--- src/rtl/wash_pkg.sv ---
// ============================================================================
// Module   : wash_pkg
// Purpose  : Shared types and duration scaling for the wash cycle timer.
// Revision : 1.0
// ============================================================================
`default_nettype none

package wash_pkg;

    typedef enum logic [2:0] {
        PH_IDLE  = 3'd0,
        PH_FILL  = 3'd1,
        PH_WASH  = 3'd2,
        PH_RINSE = 3'd3,
        PH_DRAIN = 3'd4,
        PH_SPIN  = 3'd5
    } phase_e;

    typedef enum logic [1:0] {
        PROG_NORMAL     = 2'd0,
        PROG_QUICK      = 2'd1,
        PROG_HEAVY      = 2'd2,
        PROG_NORMAL_ALT = 2'd3
    } prog_e;

    localparam logic [1:0] c_fault_none  = 2'b00;
    localparam logic [1:0] c_fault_fill  = 2'b01;
    localparam logic [1:0] c_fault_drain = 2'b10;
    localparam logic [1:0] c_fault_door  = 2'b11;

    // Scales a base duration by program and saturates at max_val.
    function automatic logic [32:0] scale_duration(
        input logic [32:0] base,
        input prog_e       prog,
        input logic [32:0] max_val
    );
        logic [33:0] w_scaled;
        case (prog)
            PROG_QUICK: w_scaled = {1'b0, (base >> 1)};
            PROG_HEAVY: w_scaled = {base, 1'b0};
            default:    w_scaled = {1'b0, base};
        endcase
        if (w_scaled > {1'b0, max_val}) begin
            return max_val;
        end
        return w_scaled[32:0];
    endfunction

endpackage

`default_nettype wire

--- src/rtl/tick_prescaler.sv ---
// ============================================================================
// Module   : tick_prescaler
// Purpose  : Divides clk by TICK_DIV into a one-cycle tick, with freeze/clear.
// Revision : 1.0
// ============================================================================
`default_nettype none

module tick_prescaler #(
    parameter int TICK_DIV = 1000
) (
    input  logic clk,
    input  logic i_rst_n,
    input  logic i_en,
    input  logic i_clr,
    output logic o_tick
);

    localparam int              c_pw   = (TICK_DIV > 1) ? $clog2(TICK_DIV) : 1;
    localparam logic [c_pw-1:0] c_last = c_pw'(TICK_DIV - 1);
    localparam logic [c_pw-1:0] c_one  = c_pw'(1);

    logic [c_pw-1:0] r_cnt;
    logic            w_last;

    assign w_last = (r_cnt == c_last);
    assign o_tick = i_en & w_last;

    always_ff @(posedge clk or negedge i_rst_n) begin
        if (!i_rst_n) begin
            r_cnt <= '0;
        end else if (i_clr) begin
            r_cnt <= '0;
        end else if (i_en) begin
            r_cnt <= w_last ? '0 : (r_cnt + c_one);
        end
    end

endmodule

`default_nettype wire

--- src/rtl/wash_cycle_timer.sv ---
// ============================================================================
// Module   : wash_cycle_timer
// Purpose  : Phase timer and fill/drain/door watchdog for the washer controller.
// Revision : 1.0
// ============================================================================
`default_nettype none

module wash_cycle_timer
    import wash_pkg::*;
#(
    parameter int TICK_DIV    = 1000,
    parameter int CNT_W       = 16,
    parameter int WASH_TICKS  = 600,
    parameter int RINSE_TICKS = 300,
    parameter int SPIN_TICKS  = 200,
    parameter int FILL_MAX    = 120,
    parameter int DRAIN_MAX   = 120
) (
    input  logic             clk,
    input  logic             reset,
    input  logic             door_lock,
    input  logic             motor_on,
    input  logic             soap_wash,
    input  logic             water_wash,
    input  logic             fill_value_on,
    input  logic             drain_value_on,
    input  logic [1:0]       program_sel,
    input  logic             clr_fault,
    output logic             cycle_timeout,
    output logic             spin_timeout,
    output logic             fault,
    output logic [1:0]       fault_code,
    output logic [CNT_W-1:0] remaining
);

    localparam logic [32:0]      c_cnt_max    = (33'd1 << CNT_W) - 33'd1;
    localparam logic [32:0]      c_wash_base  = 33'(WASH_TICKS);
    localparam logic [32:0]      c_rinse_base = 33'(RINSE_TICKS);
    localparam logic [32:0]      c_spin_base  = 33'(SPIN_TICKS);
    localparam logic [32:0]      c_fill_base  = 33'(FILL_MAX);
    localparam logic [32:0]      c_drain_base = 33'(DRAIN_MAX);
    localparam logic [CNT_W-1:0] c_cnt_one    = CNT_W'(1);

    phase_e           w_phase;
    phase_e           r_phase;
    prog_e            r_prog;
    logic             r_door_d;
    logic [CNT_W-1:0] r_cnt;
    logic [CNT_W-1:0] w_load_val;
    logic             w_tick;
    logic             w_tick_en;
    logic             w_reload;
    logic             w_steady;
    logic             w_cnt_zero;
    logic             w_door_fault;
    logic             w_expired;
    logic [1:0]       w_new_code;
    logic             w_fault_d;
    logic [1:0]       w_code_d;
    logic             w_cycle_to_d;
    logic             w_spin_to_d;
    logic             r_fault;
    logic [1:0]       r_fault_code;
    logic             r_cycle_to;
    logic             r_spin_to;

    always_comb begin
        w_phase = PH_IDLE;
        if (motor_on & soap_wash) begin
            w_phase = PH_WASH;
        end else if (motor_on & water_wash) begin
            w_phase = PH_RINSE;
        end else if (motor_on) begin
            w_phase = PH_SPIN;
        end else if (fill_value_on) begin
            w_phase = PH_FILL;
        end else if (drain_value_on) begin
            w_phase = PH_DRAIN;
        end
    end

    // Watchdog limits go through the same saturation with the unscaled program.
    always_comb begin
        w_load_val = '0;
        case (w_phase)
            PH_WASH:  w_load_val = CNT_W'(scale_duration(c_wash_base,  r_prog,      c_cnt_max));
            PH_RINSE: w_load_val = CNT_W'(scale_duration(c_rinse_base, r_prog,      c_cnt_max));
            PH_SPIN:  w_load_val = CNT_W'(scale_duration(c_spin_base,  r_prog,      c_cnt_max));
            PH_FILL:  w_load_val = CNT_W'(scale_duration(c_fill_base,  PROG_NORMAL, c_cnt_max));
            PH_DRAIN: w_load_val = CNT_W'(scale_duration(c_drain_base, PROG_NORMAL, c_cnt_max));
            default:  w_load_val = '0;
        endcase
    end

    // A phase change is ignored while faulted; clr_fault always reloads.
    assign w_reload     = clr_fault | (~r_fault & (w_phase != r_phase));
    assign w_steady     = ~clr_fault & (w_phase == r_phase);
    assign w_cnt_zero   = (r_cnt == '0);
    assign w_door_fault = ~door_lock & motor_on;
    assign w_expired    = ~r_fault & w_steady & w_cnt_zero &
                          ((r_phase == PH_FILL) | (r_phase == PH_DRAIN));
    assign w_tick_en    = ~r_fault;

    always_comb begin
        w_new_code = c_fault_none;
        if (w_door_fault) begin
            w_new_code = c_fault_door;
        end else if (w_expired) begin
            w_new_code = (r_phase == PH_FILL) ? c_fault_fill : c_fault_drain;
        end
        w_fault_d = r_fault;
        w_code_d  = r_fault_code;
        if (~r_fault | clr_fault) begin
            w_fault_d = (w_new_code != c_fault_none);
            w_code_d  = w_new_code;
        end
    end

    assign w_cycle_to_d = ~w_fault_d & w_steady & w_cnt_zero &
                          ((r_phase == PH_WASH) | (r_phase == PH_RINSE));
    assign w_spin_to_d  = ~w_fault_d & w_steady & w_cnt_zero & (r_phase == PH_SPIN);

    tick_prescaler #(
        .TICK_DIV (TICK_DIV)
    ) u_prescaler (
        .clk     (clk),
        .i_rst_n (reset),
        .i_en    (w_tick_en),
        .i_clr   (w_reload),
        .o_tick  (w_tick)
    );

    always_ff @(posedge clk or negedge reset) begin
        if (!reset) begin
            r_door_d     <= 1'b0;
            r_prog       <= PROG_NORMAL;
            r_phase      <= PH_IDLE;
            r_cnt        <= '0;
            r_fault      <= 1'b0;
            r_fault_code <= c_fault_none;
            r_cycle_to   <= 1'b0;
            r_spin_to    <= 1'b0;
        end else begin
            r_door_d <= door_lock;
            if (door_lock & ~r_door_d) begin
                r_prog <= prog_e'(program_sel);
            end
            if (w_reload) begin
                r_phase <= w_phase;
                r_cnt   <= w_load_val;
            end else if (~r_fault & w_tick & ~w_cnt_zero) begin
                r_cnt <= r_cnt - c_cnt_one;
            end
            r_fault      <= w_fault_d;
            r_fault_code <= w_code_d;
            r_cycle_to   <= w_cycle_to_d;
            r_spin_to    <= w_spin_to_d;
        end
    end

    assign cycle_timeout = r_cycle_to;
    assign spin_timeout  = r_spin_to;
    assign fault         = r_fault;
    assign fault_code    = r_fault_code;
    assign remaining     = r_cnt;

endmodule

`default_nettype wire

--- config.mk ---
export PLATFORM = sky130hd
export DESIGN_NAME = wash_cycle_timer
export DESIGN_NICKNAME = d
export VERILOG_FILES = /design/src/rtl/wash_pkg.sv /design/src/rtl/tick_prescaler.sv /design/src/rtl/wash_cycle_timer.sv
export SDC_FILE = /design/constraint.sdc
export NUM_CORES = 1
export LEC_CHECK = 0
export ABC_AREA = 1
export BUFFER_PORTS_ARGS = -buffer_cell sky130_fd_sc_hd__buf_4
export CAP_MARGIN = 10
export CORE_MARGIN = 3
export CORE_UTILIZATION = 35
export DETAILED_ROUTE_END_ITERATION = 10
export GPL_ROUTABILITY_DRIVEN = 1
export SLEW_MARGIN = 40
export SYNTH_ARGS = -nofsm -noshare
export SYNTH_HDL_FRONTEND = slang
export SYNTH_SLANG_ARGS = --single-unit
--- constraint.sdc ---
create_clock -name clk -period 2.06 [get_ports clk]
set_clock_uncertainty 0.05 [all_clocks]
set_input_delay 0.309 -clock clk [delete_from_list [all_inputs] [get_ports clk]]
set_output_delay 0.309 -clock clk [all_outputs]
set_load 0.005 [all_outputs]
==> flow_summary.html <==
<table>
<tr><th>Metric</th><th>Value</th></tr>
<tr><th colspan="2">Logic synthesis</th></tr>
<tr><td>Yosys top cell area share</td><td>0.380</td></tr>
<tr><td>Top_reg_cell synth</td><td>sky130_fd_sc_hd__dfrtp_1</td></tr>
<tr><td>Largest cells by area after synthesis</td><td>sky130_fd_sc_hd__dfrtp_1, sky130_fd_sc_hd__nand2_1, sky130_fd_sc_hd__nor2_1</td></tr>
<tr><td>Mean instance size in the synthesized netlist</td><td>7.38 sq um</td></tr>
<tr><td>Number of enable flip-flop cells after synthesis</td><td>0</td></tr>
<tr><td>Count leader, synth</td><td>sky130_fd_sc_hd__nand2_1</td></tr>
<tr><td>Asr flop ratio synth</td><td>1.00</td></tr>
<tr><td>Sequential area share after synthesis</td><td>0.380</td></tr>
<tr><td>Most numerous cell types in the synthesized netlist</td><td>sky130_fd_sc_hd__nand2_1, sky130_fd_sc_hd__nor2_1, sky130_fd_sc_hd__inv_1</td></tr>
<tr><td>Largest area contributor in the netlist</td><td>sky130_fd_sc_hd__dfrtp_1</td></tr>
<tr><td>Mapped cell area</td><td>2440 sq um</td></tr>
<tr><td>Syn Inst Count</td><td>330</td></tr>
<tr><td>Distinct cell type count after synthesis</td><td>36</td></tr>
<tr><td>Syn_nets</td><td>347</td></tr>
<tr><td>Syn. warnings</td><td>0</td></tr>
<tr><td>Number of flip-flops and latches in the synthesized netlist</td><td>37</td></tr>
<tr><th colspan="2">Clock tree</th></tr>
<tr><td>Worst-Skew Late Latency</td><td>290 ps</td></tr>
<tr><td>Count of H-tree levels built during CTS</td><td>2</td></tr>
<tr><td>TritonCTS clock tree</td><td>done</td></tr>
<tr><td>Number of buffers created by CTS</td><td>5</td></tr>
<tr><td>CTS root buffer</td><td>sky130_fd_sc_hd__clkbuf_8</td></tr>
<tr><td>Max Root-Sink Buffers</td><td>2</td></tr>
<tr><td>Clock Sink Count</td><td>37</td></tr>
<tr><td>Clock Pin Slew Worst Setup and Hold Paths</td><td>80 ps</td></tr>
<tr><th colspan="2">Critical path</th></tr>
<tr><td>Worst Path Max Fanout</td><td>7</td></tr>
<tr><td>Reg2reg start</td><td>remaining[4]</td></tr>
<tr><td>Kind of end point of the critical path</td><td>flop</td></tr>
<tr><td>Category of the worst setup path launch point</td><td>flop</td></tr>
<tr><td>Critical R2R Capture</td><td>remaining[14]</td></tr>
<tr><td>Critical Path RT</td><td>2200 ps</td></tr>
<tr><td>Type of the setup path with the least slack</td><td>flop to flop</td></tr>
<tr><td>Flop-to-flop setup slack</td><td>210 ps</td></tr>
<tr><td>Length in cells of the worst reg-to-reg path</td><td>10</td></tr>
<tr><td>Signal arrival time at the worst endpoint</td><td>1980 ps</td></tr>
<tr><th colspan="2">Floorplan</th></tr>
<tr><td>Core area</td><td>6530 sq um</td></tr>
<tr><td>Total I/O pin count</td><td>32</td></tr>
<tr><td>Chip Height</td><td>89.4 um</td></tr>
<tr><td>Die Width</td><td>89.4 um</td></tr>
<tr><td>Initial cell density of the core</td><td>0.373</td></tr>
<tr><td># rows</td><td>29</td></tr>
<tr><td>Floorplan die area</td><td>8000 sq um</td></tr>
<tr><th colspan="2">Global routing</th></tr>
<tr><td>Sum of overflow across all layers after global routing</td><td>0</td></tr>
<tr><td>M3 GR Usage</td><td>0.0369</td></tr>
<tr><td>Total routing usage reported by global routing</td><td>0.157</td></tr>
<tr><td>Maximum number of pins on one net before global-route repair</td><td>38</td></tr>
<tr><td>Most heavily used metal layer in global routing</td><td>met2</td></tr>
<tr><td>First-pass GRT wire length</td><td>9860 um</td></tr>
<tr><td>GR Util met2</td><td>0.242</td></tr>
<tr><td>Met1 Track Usage GR</td><td>0.228</td></tr>
<tr><td>Initial antenna violation count</td><td>0</td></tr>
<tr><td>Via count of the first global-routing pass</td><td>2134</td></tr>
<tr><th colspan="2">Power and ir drop</th></tr>
<tr><td>Maximum ir drop on the vdd rail</td><td>0.428 mV</td></tr>
<tr><td>Ratio of total power to cell area</td><td>721 nW/um^2</td></tr>
<tr><td>Cell leakage power</td><td>1.36 nW</td></tr>
<tr><td>Total power</td><td>2.07 mW</td></tr>
<tr><th colspan="2">Placement</th></tr>
<tr><td>Pre-CTS worst setup slack</td><td>138 ps</td></tr>
<tr><td>Post-place instance area</td><td>2760 sq um</td></tr>
<tr><td>Number of placed instances with taps included</td><td>437</td></tr>
<tr><td>Post-detail-place hpwl</td><td>4330 um</td></tr>
<tr><td>Last weighted congestion value of the routability-driven placer</td><td>0.895</td></tr>
<tr><td>Number of buffers added on ports</td><td>31</td></tr>
<tr><th colspan="2">Finish</th></tr>
<tr><td>Post-route cell area</td><td>2870 sq um</td></tr>
<tr><td>Final std cells w/o fill</td><td>446</td></tr>
<tr><td>Area grow syn2layout</td><td>17.7%</td></tr>
<tr><td>Area of the multi-input gates</td><td>1310 sq um</td></tr>
<tr><td>NumNets Final</td><td>385</td></tr>
<tr><td>Fraction of layout instances using a drive strength above 1</td><td>0.195</td></tr>
<tr><td>Fillcell total</td><td>685</td></tr>
<tr><td>Register area</td><td>927 sq um</td></tr>
<tr><td>Fin util</td><td>0.439</td></tr>
<tr><td>Diode insertion count for antenna repair</td><td>0</td></tr>
<tr><th colspan="2">Timing</th></tr>
<tr><td>Number of failing setup endpoints in the final timing report</td><td>0</td></tr>
<tr><td>Final clock period utilization by the worst path</td><td>0.897</td></tr>
<tr><td>Min cycle time layout</td><td>1850 ps</td></tr>
<tr><td>Unrepaired setup endpoints after global routing</td><td>false</td></tr>
<tr><td>Final number of max-transition violations</td><td>0</td></tr>
<tr><td>Worst Tran Pin Value</td><td>512 ps</td></tr>
<tr><td>Min setup slack post-route</td><td>213 ps</td></tr>
<tr><td>Tightest slew margin relative to the limit</td><td>0.655</td></tr>
<tr><td>Hold Fails Final Rpt</td><td>0</td></tr>
<tr><td>Achievable clock frequency</td><td>541 MHz</td></tr>
<tr><td>Worst Hold Margin</td><td>99.9 ps</td></tr>
<tr><td>Setup TNS</td><td>0 ps</td></tr>
<tr><th colspan="2">Drt</th></tr>
<tr><td>Average vias per placed instance</td><td>4.95</td></tr>
<tr><td>Post-DRT Antenna Nets</td><td>0</td></tr>
<tr><td>DRC violation count after routing</td><td>0</td></tr>
<tr><td>Detailed-route wire length per cell</td><td>12.7 um</td></tr>
<tr><td>First-pass DRT Iterations</td><td>4</td></tr>
<tr><td>Via count</td><td>2209</td></tr>
<tr><td>Drt initial violations</td><td>102</td></tr>
<tr><td>Final Routed Wirelength</td><td>5680 um</td></tr>
<tr><th colspan="2">Hold path</th></tr>
<tr><td>Hold Path Depth</td><td>1</td></tr>
<tr><td>Class of the tightest hold or removal check</td><td>input port to flop</td></tr>
<tr><td>Hold path startpoint</td><td>door_lock</td></tr>
<tr><td>Worst-case hold path end point</td><td>r_door_d</td></tr>
<tr><th colspan="2">Run status</th></tr>
<tr><td>Result of the run</td><td>complete, no violations</td></tr>
<tr><th colspan="2">Job</th></tr>
<tr><td>Max-capacitance violation count</td><td>0</td></tr>
</table>
==> layout by cell type, fill, tap and decap left out, types with 3 or more instances in the layout <==
cell,netlist,routed
sky130_fd_sc_hd__o211ai_2,3,3
sky130_fd_sc_hd__o21ai_0,11,11
sky130_fd_sc_hd__buf_4,0,34
sky130_fd_sc_hd__inv_1,38,38
sky130_fd_sc_hd__nor3_1,9,9
sky130_fd_sc_hd__a21oi_1,9,9
sky130_fd_sc_hd__o22ai_1,3,3
sky130_fd_sc_hd__nand3_1,25,25
sky130_fd_sc_hd__nor2_2,2,3
sky130_fd_sc_hd__nand2_2,6,5
sky130_fd_sc_hd__nand4_1,5,5
sky130_fd_sc_hd__dfrtp_1,37,36
sky130_fd_sc_hd__ha_1,6,6
sky130_fd_sc_hd__nor2_1,53,51
sky130_fd_sc_hd__clkbuf_8,0,5
sky130_fd_sc_hd__xor2_1,11,11
sky130_fd_sc_hd__inv_2,4,4
sky130_fd_sc_hd__nand2_1,74,74
sky130_fd_sc_hd__o21ai_1,10,10
==> sequential cells by signal, indices dropped and copies added, names as in the netlist <==
name	cells
u_prescaler.r_cnt	10
fault_code	2
r_prog	2
r_door_d	1
fault	1
cycle_timeout	1
remaining	16
spin_timeout	1
r_phase	3
==> repair_timing <==
| item | CTS | global route |
|---|---|---|
| hold buffers | 1 | 0 |
| buffers inserted | 0 | 0 |
| hold endpoints to repair | 37 | 0 |
| resized for setup | 0 | 5 |
| setup endpoints to repair | 0 | 8 |
==> worst max path at each step <==
stage / from / end / slack, ps / cells past startpoint
6_report: remaining[4] / remaining[14] / 210 / 10
5_1_grt: u_prescaler.r_cnt[1] / remaining[7] / 5 / 10
4_1_cts: u_prescaler.r_cnt[1] / remaining[8] / 130 / 10
3_5_place_dp: u_prescaler.r_cnt[1] / remaining[8] / 140 / 10
3_3_place_gp: remaining[0] / remaining[0] / 200 / 11
2_1_floorplan: remaining[0] / remaining[12] / 450 / 9
==> routing by layer <==
layer	share of wire	vias to the layer above
met5	0	-
met4	0.010	0
met3	0.050	7
met2	0.43	52
met1	0.51	1007
li1	-	1143
==> where the power goes <==
part           leakage [nW]  switching [mW]  total, mW  internal [mW]
combinational         0.844           0.387      0.657          0.270
clock                0.0385           0.262      0.502          0.240
sequential            0.479           0.103      0.908          0.804
==> cells by family (layout without fill, tap and decap cells) <==
kind of cell | count (synthesis) | count (layout) | share of synthesized area
simple gates | 185 | 185 | 0.350
buf+inv | 48 | 87 | 0.0878
compound gates | 42 | 42 | 0.108
flops | 37 | 37 | 0.380
xor+xnor | 12 | 12 | 0.0431
fa+ha+maj | 6 | 6 | 0.0308
==> layout make-up <==
cell class | count | share of cell area
multi-input combinational | 245 | 0.457
sequential | 37 | 0.323
timing repair buffer | 36 | 0.0995
inverter | 43 | 0.0567
tap | 77 | 0.0336
clock buffer | 7 | 0.0266
clock inverter | 1 | 0.00262
==> critical path, stage by stage (launching register included) <==
cell and delay (ps):
sky130_fd_sc_hd__dfrtp_1 450, sky130_fd_sc_hd__nor2_1 300, sky130_fd_sc_hd__nand2_1 90, sky130_fd_sc_hd__nor2_1 100, sky130_fd_sc_hd__nand4_1 160, sky130_fd_sc_hd__nand2_2 170
sky130_fd_sc_hd__clkinv_2 160, sky130_fd_sc_hd__nand3_1 120, sky130_fd_sc_hd__nand2_1 50, sky130_fd_sc_hd__nand2_1 50, sky130_fd_sc_hd__nor2_1 40
No activity file was read; power rests on OpenSTA's default activity.
